`src/rtl/lcd_seq_pkg.sv`:
```
// Shared definitions for the LCD power sequencer: state encoding, default
// delays and the per-state panel output table.
package lcd_seq_pkg;

   typedef enum logic [2:0] {
      ST_OFF       = 3'd0,
      ST_WAIT_LOCK = 3'd1,
      ST_SETTLE    = 3'd2,
      ST_PRST      = 3'd3,
      ST_DISP_WAIT = 3'd4,
      ST_RUN       = 3'd5,
      ST_PWR_DOWN  = 3'd6
   } lcd_state_e;

   localparam int unsigned DEF_LOCK_STABLE = 1024;
   localparam int unsigned DEF_PANEL_RST   = 192;
   localparam int unsigned DEF_DISP_DELAY  = 64;
   localparam int unsigned DEF_BL_DELAY    = 4096;
   localparam int unsigned DEF_OFF_DELAY   = 1024;
   localparam int unsigned DEF_CNT_W       = 20;

   typedef struct packed {
      logic pix_rstn;
      logic lcd_rstn;
      logic lcd_disp;
      logic backlight;
      logic ready;
   } lcd_out_t;

   // Panel pin levels for a state; bl_on only matters in RUN.
   function automatic lcd_out_t state_outputs(input lcd_state_e st, input logic bl_on);
      lcd_out_t o;
      o = '{pix_rstn: 1'b0, lcd_rstn: 1'b0, lcd_disp: 1'b0, backlight: 1'b0, ready: 1'b0};
      case (st)
         ST_DISP_WAIT: begin
            o.lcd_rstn = 1'b1;
            o.lcd_disp = 1'b1;
         end
         ST_RUN: begin
            o.pix_rstn  = 1'b1;
            o.lcd_rstn  = 1'b1;
            o.lcd_disp  = 1'b1;
            o.backlight = bl_on;
            o.ready     = 1'b1;
         end
         ST_PWR_DOWN: begin
            o.pix_rstn = 1'b1;
            o.lcd_rstn = 1'b1;
            o.lcd_disp = 1'b1;
         end
         default: begin
            o.pix_rstn = 1'b0;
         end
      endcase
      return o;
   endfunction

endpackage

```
`src/rtl/lock_sync.sv`:
```
// Two-flop synchroniser for an asynchronous level input, synchronous
// active-low reset. Reusable for any slow async LCD control input.
module lock_sync (
   input  logic clk_i,
   input  logic rstn_i,
   input  logic d_i,
   output logic q_o
);

   logic meta_q;
   logic sync_q;

   // Two-stage capture of the async input.
   always_ff @(posedge clk_i) begin
      if (!rstn_i) begin
         meta_q <= 1'b0;
         sync_q <= 1'b0;
      end else begin
         meta_q <= d_i;
         sync_q <= meta_q;
      end
   end

   assign q_o = sync_q;

endmodule

```
`src/rtl/lcd_power_sequencer.sv`:
```
// LCD panel power sequencer: waits for a stable pixel PLL lock, then brings the
// panel, pixel pipeline and backlight up in order and tears them down safely.
module lcd_power_sequencer
   import lcd_seq_pkg::*;
#(
   parameter int unsigned LOCK_STABLE = DEF_LOCK_STABLE,
   parameter int unsigned PANEL_RST   = DEF_PANEL_RST,
   parameter int unsigned DISP_DELAY  = DEF_DISP_DELAY,
   parameter int unsigned BL_DELAY    = DEF_BL_DELAY,
   parameter int unsigned OFF_DELAY   = DEF_OFF_DELAY,
   parameter int unsigned CNT_W       = DEF_CNT_W
) (
   input  logic       clock,
   input  logic       resetn,
   input  logic       locked,
   input  logic       enable,
   output logic       pix_rstn,
   output logic       lcd_rstn,
   output logic       lcd_disp,
   output logic       backlight,
   output logic       ready,
   output logic [2:0] state,
   output logic [7:0] lock_loss_count
);

   logic             locked_s;
   lcd_state_e       state_q, state_d;
   logic [CNT_W-1:0] cnt_q, cnt_d;
   logic [7:0]       llc_q, llc_d;
   lcd_out_t         out_q, out_d;
   logic             bl_d;

   // Counter load is delay-1 so that a state with delay N lasts exactly N cycles.
   function automatic logic [CNT_W-1:0] load_value(input lcd_state_e st);
      logic [CNT_W-1:0] v;
      case (st)
         ST_SETTLE:    v = CNT_W'(LOCK_STABLE - 32'd1);
         ST_PRST:      v = CNT_W'(PANEL_RST - 32'd1);
         ST_DISP_WAIT: v = CNT_W'(DISP_DELAY - 32'd1);
         ST_RUN:       v = CNT_W'(BL_DELAY - 32'd1);
         ST_PWR_DOWN:  v = CNT_W'(OFF_DELAY - 32'd1);
         default:      v = {CNT_W{1'b0}};
      endcase
      return v;
   endfunction

   lock_sync u_lock_sync (
      .clk_i  (clock),
      .rstn_i (resetn),
      .d_i    (locked),
      .q_o    (locked_s)
   );

   logic cnt_done_s;
   assign cnt_done_s = (cnt_q == {CNT_W{1'b0}});

   // Next-state decision; lock loss always outranks enable.
   always_comb begin
      state_d = state_q;
      case (state_q)
         ST_OFF: begin
            if (enable) state_d = ST_WAIT_LOCK;
            else        state_d = ST_OFF;
         end
         ST_WAIT_LOCK: begin
            if (!enable)       state_d = ST_OFF;
            else if (locked_s) state_d = ST_SETTLE;
            else               state_d = ST_WAIT_LOCK;
         end
         ST_SETTLE: begin
            if (!locked_s)       state_d = ST_WAIT_LOCK;
            else if (!enable)    state_d = ST_OFF;
            else if (cnt_done_s) state_d = ST_PRST;
            else                 state_d = ST_SETTLE;
         end
         ST_PRST: begin
            if (!locked_s)       state_d = ST_WAIT_LOCK;
            else if (!enable)    state_d = ST_OFF;
            else if (cnt_done_s) state_d = ST_DISP_WAIT;
            else                 state_d = ST_PRST;
         end
         ST_DISP_WAIT: begin
            if (!locked_s)       state_d = ST_WAIT_LOCK;
            else if (!enable)    state_d = ST_OFF;
            else if (cnt_done_s) state_d = ST_RUN;
            else                 state_d = ST_DISP_WAIT;
         end
         ST_RUN: begin
            if (!locked_s)    state_d = ST_WAIT_LOCK;
            else if (!enable) state_d = ST_PWR_DOWN;
            else              state_d = ST_RUN;
         end
         ST_PWR_DOWN: begin
            // Lock gone while shutting down: nothing left worth sequencing.
            if (!locked_s)       state_d = ST_OFF;
            else if (cnt_done_s) state_d = ST_OFF;
            else                 state_d = ST_PWR_DOWN;
         end
         default: begin
            state_d = ST_OFF;
         end
      endcase
   end

   // Shared delay counter, reloaded on every state change, then holds at zero.
   always_comb begin
      cnt_d = cnt_q;
      if (state_d != state_q) begin
         cnt_d = load_value(state_d);
      end else if (!cnt_done_s) begin
         cnt_d = cnt_q - {{(CNT_W-1){1'b0}}, 1'b1};
      end else begin
         cnt_d = cnt_q;
      end
   end

   // Backlight, registered outputs and lock-loss tally derived from the next state.
   always_comb begin
      bl_d  = (state_q == ST_RUN) && (state_d == ST_RUN) && cnt_done_s;
      out_d = state_outputs(state_d, bl_d);
      llc_d = llc_q;
      if ((state_q == ST_RUN) && !locked_s && (llc_q != 8'hFF)) begin
         llc_d = llc_q + 8'd1;
      end else begin
         llc_d = llc_q;
      end
   end

   // State, counter and output registers.
   always_ff @(posedge clock) begin
      if (!resetn) begin
         state_q <= ST_OFF;
         cnt_q   <= {CNT_W{1'b0}};
         llc_q   <= 8'd0;
         out_q   <= '{pix_rstn: 1'b0, lcd_rstn: 1'b0, lcd_disp: 1'b0, backlight: 1'b0, ready: 1'b0};
      end else begin
         state_q <= state_d;
         cnt_q   <= cnt_d;
         llc_q   <= llc_d;
         out_q   <= out_d;
      end
   end

   assign pix_rstn        = out_q.pix_rstn;
   assign lcd_rstn        = out_q.lcd_rstn;
   assign lcd_disp        = out_q.lcd_disp;
   assign backlight       = out_q.backlight;
   assign ready           = out_q.ready;
   assign state           = state_q;
   assign lock_loss_count = llc_q;

endmodule

```
`config.mk`:
```
export PLATFORM = sky130hd
export DESIGN_NAME = lcd_power_sequencer
export DESIGN_NICKNAME = d
export VERILOG_FILES = /design/src/rtl/lcd_seq_pkg.sv /design/src/rtl/lock_sync.sv /design/src/rtl/lcd_power_sequencer.sv
export SDC_FILE = /design/constraint.sdc
export NUM_CORES = 1
export LEC_CHECK = 0
export BUFFER_PORTS_ARGS = -buffer_cell sky130_fd_sc_hd__buf_2
export CAP_MARGIN = 20
export CORE_MARGIN = 4
export CORE_UTILIZATION = 53
export DETAILED_ROUTE_END_ITERATION = 7
export PLACE_DENSITY = 0.87
export SLEW_MARGIN = 0
export SYNTH_ARGS = -nofsm -noshare
export SYNTH_HDL_FRONTEND = slang
export SYNTH_HIERARCHICAL = 1
export SYNTH_SLANG_ARGS = --single-unit
```
`constraint.sdc`:
```
create_clock -name clock -period 2.5 [get_ports clock]
set_clock_uncertainty 0.05 [all_clocks]
set_input_delay 0.5 -clock clock [delete_from_list [all_inputs] [get_ports clock]]
set_output_delay 0.5 -clock clock [all_outputs]
set_load 0.01 [all_outputs]
```
Word level (Yosys, flattened, before mapping)
Cells that the tools add are included.
{"block": "totals", "register_bits": 38, "output_inout_bits": 16, "elab_cells": 60, "input_bits": 4}
{"block": "op_classes", "n_eq_ne": 14, "n_reduce_logical": 11, "muxes": 23, "add_sub_neg": 2}
{"operator": "$pmux W12 S4", "count": 1}
{"operator": "$mux W20", "count": 2}
{"operator": "$mux W3", "count": 8}
{"operator": "$pmux W3 S7", "count": 1}
{"operator": "$logic_not A20 Y1", "count": 1}
{"operator": "$sub A20 B1 Y20 const B", "count": 1}
{"operator": "$eq A3 B3 Y1 const B", "count": 6}
{"operator": "$eq A3 B2 Y1 const B", "count": 4}
{"operator": "$mux W2", "count": 6}
{"operator": "$add A8 B1 Y8 const B", "count": 1}
{"operator": "$ne A8 B8 Y1 const B", "count": 1}
{"operator": "$mux W1", "count": 5}
{"operator": "$logic_and A1 B1 Y1", "count": 4}
{"operator": "$reduce_or A2 Y1", "count": 2}
{"operator": "$eq A3 B1 Y1 const B", "count": 1}
{"operator": "$logic_not A3 Y1", "count": 1}
{"operator": "$ne A3 B3 Y1", "count": 1}
{"operator": "$reduce_or A3 Y1", "count": 1}
{"operator": "$ne A2 B1 Y1 const B", "count": 1}
{"operator": "$reduce_and A2 Y1", "count": 1}
{"operator": "$logic_not A1 Y1", "count": 1}

Longest topological paths before layout
{"block": "logic_depth", "depth_word": 9, "mapped_depth": 10, "ltp_nobuf": 8}

Modules after synthesis
Netlist, hierarchy kept.
{"module": "lcd_power_sequencer", "area_per_inst_um2": 2010.7, "seq_area_each_um2": 700.7, "n_inst": 1, "cells_per_inst": 254}
{"module": "lock_sync", "area_per_inst_um2": 52.6, "seq_area_each_um2": 40.0, "n_inst": 1, "cells_per_inst": 4}

Worst setup path after synthesis
No wires, ideal clock.
{"block": "synth_timing", "path_kind": "flip-flop to flip-flop", "from": "register cnt_q[10]", "to": "register cnt_q[2]", "n_path_buf": 1, "arrival_ps": 2253, "t_required_ps": 2325, "setup_time_ps": 125, "path_slack_ps": 71, "path_stages_with_launch": 8, "period_less_slack_ps": 2429, "path_cell_list": "dfxtp_1 or4_4 or4_4 or4b_1 buf_2 and2_4 nand3_2 o31ai_1"}
{"block": "synth_between", "elab_chain_cells": 9, "elab_cells_between_ends": 23, "classes_between": "eq/ne: 7; mux: 14; reduce/logical: 2"}
{"element": "from (decl)", "line": "lcd_power_sequencer.sv:28", "rtl": "logic [CNT_W-1:0] cnt_q, cnt_d;"}
{"element": "from (signal assigned)", "line": "lcd_power_sequencer.sv:133", "rtl": "cnt_q <= {CNT_W{1'b0}};"}
{"element": "from (signal assigned)", "line": "lcd_power_sequencer.sv:138", "rtl": "cnt_q <= cnt_d;"}
{"element": "$logic_not A20 Y1 (*)", "line": "lcd_power_sequencer.sv:55", "rtl": "assign cnt_done_s = (cnt_q == {CNT_W{1'b0}});"}
{"element": "$mux W1 or $mux W3 (tied branches)", "line": "lcd_power_sequencer.sv:73, lcd_power_sequencer.sv:85, lcd_power_sequencer.sv:79"}
{"element": "$mux W3 (tied with other cells)", "line": "lcd_power_sequencer.sv:84", "rtl": "else if (!enable) state_d = ST_OFF;"}
{"element": "$mux W3 (tied with other cells)", "line": "lcd_power_sequencer.sv:83", "rtl": "if (!locked_s) state_d = ST_WAIT_LOCK;"}
{"element": "$pmux W3 S7", "line": "lcd_power_sequencer.sv:60", "rtl": "case (state_q)"}
{"element": "$eq A3 B3 Y1 or $eq A3 B2 Y1 (tied branches)", "line": "lcd_power_sequencer.sv:36", "rtl": "case (st)"}
{"element": "$reduce_or A2 Y1 (no source line)"}
{"element": "$pmux W12 S4", "line": "lcd_power_sequencer.sv:36"}
{"element": "$mux W20", "line": "lcd_power_sequencer.sv:108", "rtl": "if (state_d != state_q) begin"}
Every way passes the cells marked *; elsewhere a longest branch is shown, timed or not.
A chain may end at the register's enable or synchronous reset.

Worst setup path after layout
{"block": "layout_timing", "from": "register cnt_q[10]", "to": "register cnt_q[4]"}
Same word-level chain as after synthesis.

==> impl_metrics.csv <==
group,metric,value,unit
grt,grt_pass1_vias,1797,
floorplan,initial_core_util,55.5,%
routing,dr_total_vias,1955,
worst_setup_path,critPathMostFrequentCell,"or4_4",
worst_setup_path,crit_chain,"or4_4 -> or4_4 -> or4b_4 -> and2_4 -> nand3_2 -> o31ai_1",
layout,syn2layout_area_growth,18.1,%
synthesis,syn_inst,258,
synthesis,synth_flop_cell,"dfxtp_1",
sta,max_slew_margin,68.6,%
placed_design,dpl-instance-area,2300,µm²
sta,maxSlewViolCount,0,
worst_setup_path,endpoint_kind,"flop",
floorplan,top_level_ports,20,
clocking,path_clk_slew,0.08,ns
pwr,clock_power_share,31.9,%
hold_path,hp-class,"input port to flop",
synthesis,async_flop_share,0,%
synthesis,yosysUniqueCellTypes,51,
status,status,"finished clean",
worst_setup_path,path_max_fanout,6,
routing,vias_per_cell,5.80,
pwr,pwr-share-seq,36.1,%
worst_setup_path,cp.required,2.63,ns
pwr,internal_power,1.33,mW
sta,tightest_slew,0.470,ns
floorplan,die_area,4950,µm²
layout,final_nets,294,
job,max_cap_violations,0,
worst_setup_path,crit_slowest_cell,"or4_4",
sta,tns,0,ns
synthesis,synth_area,2060,µm²
worst_setup_path,crit_arrival,2.53,ns
layout,fillers,307,
sta,fin_ws,0.0959,ns
pwr,combPwrFrac,32.0,%
grt,antenna_found_initial,0,
sta,rsz0062_at_grt,"no",
clocking,htree_levels,2,
grt,grt_pass1_wl,8.36,mm
sta,fmax,0.416,GHz
layout,final_cell_mix,"dfxtp_1 (37), nor2_1 (31), nand2_1 (27), buf_4 (20), buf_2 (19)",
grt,grt.overflow.total,0,
sta,whs,0.372,ns
routing,drt-total-wl,4.93,mm
routing,wl_per_cell,14.6,µm
layout,antenna_cells,0,
clocking,clkLatencyLatePin,0.29,ns
placed_design,dp_slack,0.0140,ns
pwr,p_leak,1.02,nW
worst_setup_path,crit_type,"flop to flop",
synthesis,synth_edf_count,0,
placed_design,portBuffers,19,
grt,grt_usage,20.3,%
routing,first_iter_violations,168,
pwr,finalPower,1.92,mW
sta,layout_min_cycle_time,2.40,ns
placed_design,hpwl,3.45,mm
layout,multi_input_area,1230,µm²
pwr,ir_worst_vdd,0.463,mV
pwr,switching_share,30.7,%
sta,hold_viol_final,0,
synthesis,synthesis.nets,264,
worst_setup_path,crit_family,"simple AND/OR/NAND/NOR gates",
sta,period_share,96.2,%
floorplan,die_x,70.4,µm
synthesis,synth-seq-cells,37,
routing,ant_nets,0,
pwr,cellPowerDensity,786,nW/µm²
synthesis,yosysWarnings,6,
clocking,ctsHoldBuffers,0,
grt,grt_max_degree,19,
floorplan,die_h,70.4,µm
layout,final_area,2440,µm²
sta,report.final.setup_viol,0,
worst_setup_path,setup.worst_path.start_class,"flop",
routing,drtPass1Iterations,5,
worst_setup_path,critPathBufInv,0,
clocking,root_buffer,"clkbuf_8",
clocking,clkSinkCount,37,
clocking,cts_made_buffers,5,
floorplan,rows,22,
placed_design,gp_congestion,0.894,
layout,layout_commonest_cell,"dfxtp_1",
synthesis,postSynthAreaPerCell,8.00,µm²
routing,drc_errors,0,
layout,drive_above_1_share,19.4,%
clocking,clockBufferDepth,2,
worst_setup_path,critPathMaxStageDelay,0.55,ns
synthesis,yosysSeqAreaShare,35.9,%
floorplan,core,3720,µm²
pwr,p_switching,0.589,mW
layout,seq_area,741,µm²
clocking,cts_tree,"done",
==> state kept, by name (all words and copies together) (netlist names) <==
| name | count |
|---|---|
| cnt_q | 20 |
| lock_loss_count | 8 |
| state | 3 |
| backlight | 1 |
| lcd_rstn | 1 |
| pix_rstn | 1 |
| ready | 1 |
| u_lock_sync/meta_q | 1 |
| u_lock_sync/q_o | 1 |
==> per-stage QoR <==
stage               std cells  util [%]
floorplan                 258         -
global placement          329      61.9
detailed placement        329      61.9
CTS                       337      65.6
global route              337      65.6
finish                    337      65.6
==> power groups by stage <==
stage	Clock, mW	Sequential, mW	Combinational [mW]
after floorplan	0	0.694	0.430
after global placement	0	0.699	0.584
after detailed placement	0	0.703	0.598
after CTS	0.611	0.689	0.607
after global routing	0.653	0.698	0.677
final	0.611	0.691	0.614
==> path summary, 6_finish.rpt <==
check                                     start                       endpoint  slack (ns)  depth (start not counted)
hold reg to reg   u_lock_sync/meta_q$_SDFF_PN0_     u_lock_sync/q_o$_SDFF_PN0_        0.39                          1
setup / recovery         cnt_q[10]$_SDFFE_PN0P_          cnt_q[4]$_SDFFE_PN0P_         0.1                          6
hold / removal                           locked  u_lock_sync/meta_q$_SDFF_PN0_        0.37                          2
setup reg to reg         cnt_q[10]$_SDFFE_PN0P_          cnt_q[4]$_SDFFE_PN0P_         0.1                          6
==> cells in the mapped netlist, types with 2 or more instances <==
cell | instances | area share, %
xnor2_1 | 15 | 6.4
a21o_1 | 2 | 0.73
o21ai_0 | 7 | 1.7
and4_1 | 2 | 0.85
o221a_2 | 2 | 1.1
nor2_1 | 31 | 5.6
o31a_1 | 2 | 0.85
or4_4 | 2 | 1.1
xor2_1 | 5 | 2.1
dfxtp_1 | 37 | 36
nor2b_1 | 6 | 1.8
a31oi_1 | 4 | 1.2
o21a_1 | 6 | 2.2
or3_1 | 3 | 0.91
nor4_1 | 4 | 1.2
a21boi_0 | 5 | 1.8
nor3_1 | 9 | 2.2
nand4_1 | 3 | 0.91
ha_1 | 2 | 1.2
nand3_1 | 6 | 1.5
a21oi_1 | 10 | 2.4
inv_1 | 6 | 1.1
clkbuf_1 | 10 | 1.8
buf_2 | 4 | 0.97
nand2_1 | 27 | 4.9
o211ai_1 | 3 | 1.1
o31ai_1 | 5 | 1.8
and2_1 | 10 | 3.0
mux2i_1 | 3 | 1.5
and3_1 | 6 | 1.8
==> area by class of cell <==
class                           count  area share (%)
Tap cell                           48            2.47
Sequential cell                    37            30.4
Inverter                            6           0.924
Clock buffer                        5            2.82
Clock inverter                      3            2.67
Multi-Input combinational cell    199            50.6
Timing Repair Buffer               39            10.1
==> worst register-to-register path, cell delays in order (launching register included) <==
cell,delay (ns)
dfxtp_1,0.32
or4_4,0.55
or4_4,0.46
or4b_4,0.54
and2_4,0.21
nand3_2,0.10
o31ai_1,0.07
==> cells by family after synthesis <==
family | Yosys count | synth area share [%]
adders and majority gates | 2 | 1.21
and+or+nand+nor | 118 | 29.4
muxes | 3 | 1.46
buffers and inverters | 22 | 4.49
AOI/OAI and AO/OA | 56 | 19.1
xor gates and xnor gates | 20 | 8.49
DFF | 37 | 35.9
==> routing by layer <==
| layer | part of all wire, % | wire length [µm] | track usage [%] | up-vias |
|---|---|---|---|---|
| li1 | - | - | - | 971 |
| met1 | 46 | 2240 | 26.4 | 918 |
| met2 | 49 | 2390 | 34.1 | 58 |
| met3 | 4.8 | 237 | 4.32 | 8 |
| met4 | 1.1 | 54 | 5.11 | 0 |
| met5 | 0 | 0 | 0 | - |
==> repair_timing <==
action                     CTS  global route
pin swaps                    0             1
setup endpoints to repair    1             1
resized for setup            1             0
buffers inserted             0             0
Note: power is estimated with default switching activity, not from simulation.
